`src/rtl/mem_responder.sv`:
```
// Memory-side responder: arbitrates icache fills and dcache reads/writes onto one
// variable-latency RAM port, with dcache priority and saturating completion counters.
module mem_responder #(
   parameter int unsigned WORD_W = 32,
   parameter int unsigned CNT_W  = 16
) (
   input  logic              CLK,
   input  logic              RST,
   input  logic              iREN,
   input  logic [WORD_W-1:0] iaddr,
   output logic              iwait,
   output logic [WORD_W-1:0] iload,
   input  logic              dREN,
   input  logic              dWEN,
   input  logic [WORD_W-1:0] daddr,
   input  logic [WORD_W-1:0] dstore,
   output logic              dwait,
   output logic [WORD_W-1:0] dload,
   output logic              ramREN,
   output logic              ramWEN,
   output logic [WORD_W-1:0] ramaddr,
   output logic [WORD_W-1:0] ramstore,
   input  logic [WORD_W-1:0] ramload,
   input  logic              ram_ack,
   output logic [CNT_W-1:0]  icount,
   output logic [CNT_W-1:0]  dcount
);

   typedef enum logic [1:0] {IDLE, IACC, DACC} state_e;

   localparam logic [CNT_W-1:0] CNT_MAX = '1;

   state_e            state_q, state_d;
   logic              we_q, we_d;
   logic [WORD_W-1:0] addr_q, addr_d;
   logic [WORD_W-1:0] store_q, store_d;
   logic [CNT_W-1:0]  icount_q, icount_d;
   logic [CNT_W-1:0]  dcount_q, dcount_d;

   // State and latched-request registers
   always_ff @(posedge CLK or posedge RST) begin
      if (RST) begin
         state_q  <= IDLE;
         we_q     <= 1'b0;
         addr_q   <= '0;
         store_q  <= '0;
         icount_q <= '0;
         dcount_q <= '0;
      end else begin
         state_q  <= state_d;
         we_q     <= we_d;
         addr_q   <= addr_d;
         store_q  <= store_d;
         icount_q <= icount_d;
         dcount_q <= dcount_d;
      end
   end

   // Next state, request latching, strobes and ack-driven responses
   always_comb begin
      state_d  = state_q;
      we_d     = we_q;
      addr_d   = addr_q;
      store_d  = store_q;
      icount_d = icount_q;
      dcount_d = dcount_q;
      iwait    = 1'b1;
      iload    = '0;
      dwait    = 1'b1;
      dload    = '0;
      ramREN   = 1'b0;
      ramWEN   = 1'b0;

      case (state_q)
         IDLE: begin
            if (dREN || dWEN) begin
               addr_d  = daddr;
               store_d = dstore;
               we_d    = dWEN;
               state_d = DACC;
            end else if (iREN) begin
               addr_d  = iaddr;
               state_d = IACC;
            end
         end
         IACC: begin
            ramREN = 1'b1;
            if (ram_ack) begin
               state_d = IDLE;
               // A dropped request still completes at the RAM, silently
               if (iREN) begin
                  iwait = 1'b0;
                  iload = ramload;
               end
            end
         end
         DACC: begin
            ramREN = ~we_q;
            ramWEN = we_q;
            if (ram_ack) begin
               state_d = IDLE;
               if (we_q ? dWEN : dREN) begin
                  dwait = 1'b0;
                  if (!we_q) dload = ramload;
               end
            end
         end
         default: state_d = IDLE;
      endcase

      if (!iwait && icount_q != CNT_MAX) icount_d = icount_q + CNT_W'(1);
      if (!dwait && dcount_q != CNT_MAX) dcount_d = dcount_q + CNT_W'(1);
   end

   assign ramaddr  = addr_q;
   assign ramstore = store_q;
   assign icount   = icount_q;
   assign dcount   = dcount_q;

endmodule

```
`config.mk`:
```
export PLATFORM = sky130hd
export DESIGN_NAME = mem_responder
export DESIGN_NICKNAME = d
export VERILOG_FILES = /design/src/rtl/mem_responder.sv
export SDC_FILE = /design/constraint.sdc
export NUM_CORES = 1
export LEC_CHECK = 0
export BUFFER_PORTS_ARGS = -buffer_cell sky130_fd_sc_hd__buf_2
export CORE_AREA = 2 2 118 149
export CTS_CLUSTER_SIZE = 8
export DETAILED_ROUTE_END_ITERATION = 6
export DIE_AREA = 0 0 120 151
export PLACE_DENSITY = 0.58
export SYNTH_ARGS = -nofsm -noshare
export SYNTH_HDL_FRONTEND = slang
export SYNTH_SLANG_ARGS = --single-unit
```
`constraint.sdc`:
```
create_clock -name CLK -period 4.5 [get_ports CLK]
set_input_delay 0.9 -clock CLK [delete_from_list [all_inputs] [get_ports CLK]]
set_output_delay 0.9 -clock CLK [all_outputs]
set_load 0.02 [all_outputs]
```
==> impl_metrics.yaml <==
placed_design:
  hpwlAfterDp_mm: 12.15
  gp_congestion: 0.7957
  dp_slack_ns: 1.349
  port_buffers: 297
routing:
  met2_wirelength_mm: 8.206
  vias_per_cell: 4.476
  ant_nets: 0
  top_layer: "met4"
  wl_mm: 15.11
  routedWlPerCell_um: 15.71
  drt_pass1_iterations: 4
  met3_length_um: 880
  vias: 4306
  drt_iter0_drc: 201
  drc: 0
  drt-met1-wl_mm: 5.755
worst_setup_path:
  r2r_cells: 7
  startpoint: "state_q[0]"
  cp-end-kind: "output pin"
  cp_cell_sequence: "inv_1 > ha_1 > nor2b_1 > and3_1 > and2_1 > buf_2"
  timing.reg2reg.setup_slack_ns: 2.13
  crit_arrival_ns: 2.31
  path_max_fanout: 32
  crit_slowest_cell: "and3_1"
  critPathBufInv: 2
  endpoint: "dload[17]"
  timing.rr.start: "state_q[1]"
  cp-start-kind: "register"
  worstSetupPathDepth: 6
  worstSetupPathType: "register to output pin"
  cpPeakStageDelay_ns: 0.68
  critPathTopFamily: "simple AND/OR/NAND/NOR gates"
  worstPathRequired_ns: 3.60
  r2r_end: "icount[15]"
clock_network:
  clkSinkCount: 99
  clk_pin_slew_ns: 0.07
  cts_made_buffers: 9
  cts_tree: "built"
  clk_latency_ns: 0.34
  post-cts-setup-buffers: 0
  postCtsHoldBufs: 0
  cts.path.max_buffers: 2
  htreeDepth: 3
  root_buffer: "clkbuf_16"
  ctsResizeCount: 0
logic_synthesis:
  synth_common_cells: "dfrtp_1, and2_1, nand2_1"
  synthXorXnorAreaFrac: 0.05312
  yosysUniqueCellTypes: 43
  yosys.area_share.simple: 0.2072
  muxShareOfSynthArea: 0.1457
  yosysSeqAreaShare: 0.5009
  synth_top_family_by_area: "simple AND/OR/NAND/NOR gates"
  syn_inst: 444
  synth_compound_area_frac: 0.05388
  synthArstFlopShare: 1.000
  synth_area_leaders: "dfrtp_1, and2_1, mux2_2, mux2i_1, xnor2_1"
  synth_nets: 583
  synth_ff_type: "dfrtp_1"
  synth.avg_cell_area_um2: 11.14
  yosys.area.top_type_share: 0.5009
  ys_seq_elements: 99
  synthAdderAreaFrac: 0.01265
  synth_top_area_cell: "dfrtp_1"
  syn-cell-area_um2: 4946
  synth_edf_count: 0
  synth_most_common_cell: "dfrtp_1"
  yosysWarnings: 0
pwr:
  p_int_w: 0.002269
  ir_worst_vdd_mv: 0.3030
  power_switching_w: 0.001640
  p_comb_frac: 0.447
  power_density_nw_per_um2: 562.2
  sw_frac_of_total: 0.4196
  pwr-share-clk: 0.192
  p_leak_nw: 3.669
  seqPwrFrac: 0.361
sta:
  maxSlewViolCount: 0
  setup_viol: 0
  fin_setup_tns_ns: 0
  slew_headroom: 0.3276
  worst_slack_ns: 1.288
  hold_violations: 0
  max_clock_freq_mhz: 311.4
  finalClockSkew_ns: 0.006133
  rsz0062_at_grt: "no"
  period_needed_ns: 3.212
  worstMarginPinSlew_ns: 1.006
  finalCritPeriodShare: 0.7137
final_layout:
  area.growth.synth_to_final_pct: 40.60
  nets: 875
  drive_above_1_share: 0.4980
  fillers: 1687
floorplanning:
  start_util: 0.2972
  rows: 53
  ioPinCount: 298
  coreArea_um2: 16640
  die_area_um2: 18120
  die_h_um: 151
  fp.dieW_um: 120
global_route:
  grt_pass1_wl_mm: 22.51
  grt_max_degree: 65
  track_usage: 0.1620
  first_global_vias: 4261
  overflow: 0
  antenna_found_initial: 1
flow_run:
  drv_cap: 0
min_path:
  hold_class: "register to register"
  min_from: "ramaddr[6]"
status:
  status: "finished, final reports clean"
-- layer usage --
metal	vias up	global-route usage
met5	-	0
met1	1996	0.1795
li1	2111	-
met4	0	0.05294
met3	15	0.03803
met2	184	0.3034
-- worst min path at each step --
stage / slack [ns] / end / depth (start not counted)
after floorplan: 0.52 / we_q / 2
after global placement: 0.46 / ramaddr[21] / 2
after CTS: 0.48 / ramaddr[6] / 2
final: 0.48 / ramaddr[6] / 2
after detailed placement: 0.47 / ramaddr[2] / 2
after global routing: 0.51 / ramaddr[20] / 2
-- cells in the final DEF (no fill, tap or decap), types with 3 or more instances in the layout --
master,Yosys,final
and2_1,68,68
and3_1,7,7
and4_1,4,4
buf_2,3,297
buf_4,4,5
clkbuf_16,0,9
clkinv_4,0,4
dfrtp_1,99,99
ha_1,5,5
inv_1,7,6
mux2_2,32,32
mux2i_1,32,32
nand2_1,42,42
nand3_1,12,12
nand4_1,8,8
nor2_1,4,4
nor3_1,3,3
nor4_1,4,4
nor4_4,3,3
o211ai_1,3,3
o21ai_0,33,33
xnor2_1,22,22
xor2_1,8,8
-- kinds of logic (layout without fill, tap and decap cells) --
family,after synthesis,in the layout
AOI/OAI and AO/OA,45,45
DFF,99,99
and+or+nand+nor,169,169
other,0,1
buffers and inverters,29,326
muxes,67,67
xor gates and xnor gates,30,30
adders and majority gates,5,5
-- sequential cells by signal (all words and copies together) (netlist names) --
signal / count
ramaddr: 32
ramstore: 32
dcount: 16
icount: 16
state_q: 2
we_q: 1
-- area by class of cell --
class	count	area (µm²)	area share
repair buffers	302	1524	0.2191
flip-flops and latches	99	2477	0.3562
well taps	220	275.3	0.03958
inverters	8	35.03	0.005038
multi-input cells	316	2350	0.3379
clock inverters	7	65.06	0.009356
clock buffers	9	225.2	0.03239
diodes	1	2.502	0.0003598
-- power groups by stage --
stage / logic (W) / registers [W] / clock network [W]
after floorplan: 0.000729 / 0.00183 / 0
after global placement: 0.00177 / 0.00142 / 0
after detailed placement: 0.00178 / 0.00143 / 0
after CTS: 0.00179 / 0.00142 / 0.000774
after global routing: 0.00190 / 0.00146 / 0.000822
final: 0.00175 / 0.00141 / 0.000751
-- metrics by stage --
stage | utilization | cells | area, µm² | hold slack (ns) | power, W
after CTS | 0.4177 | 961 | 6952 | 0.4820 | 0.003977
final | 0.4178 | 962 | 6954 | 0.4758 | 0.003909
after global routing | 0.4177 | 961 | 6952 | 0.5091 | 0.004182
after detailed placement | 0.4002 | 945 | 6661 | 0.4657 | 0.003217
after floorplan | - | 444 | 4946 | 0.5184 | 0.002554
after global placement | 0.4002 | 945 | 6661 | 0.4574 | 0.003193
-- worst register-to-register path, delay by kind of cell (launching register included) --
family	cells	cell delay [ns]
simple gates	3	1.30
xor+xnor	1	0.15
flops	1	0.38
fa+ha+maj	1	0.18
buf+inv	2	0.26
Note: power is estimated with default switching activity, not from simulation.
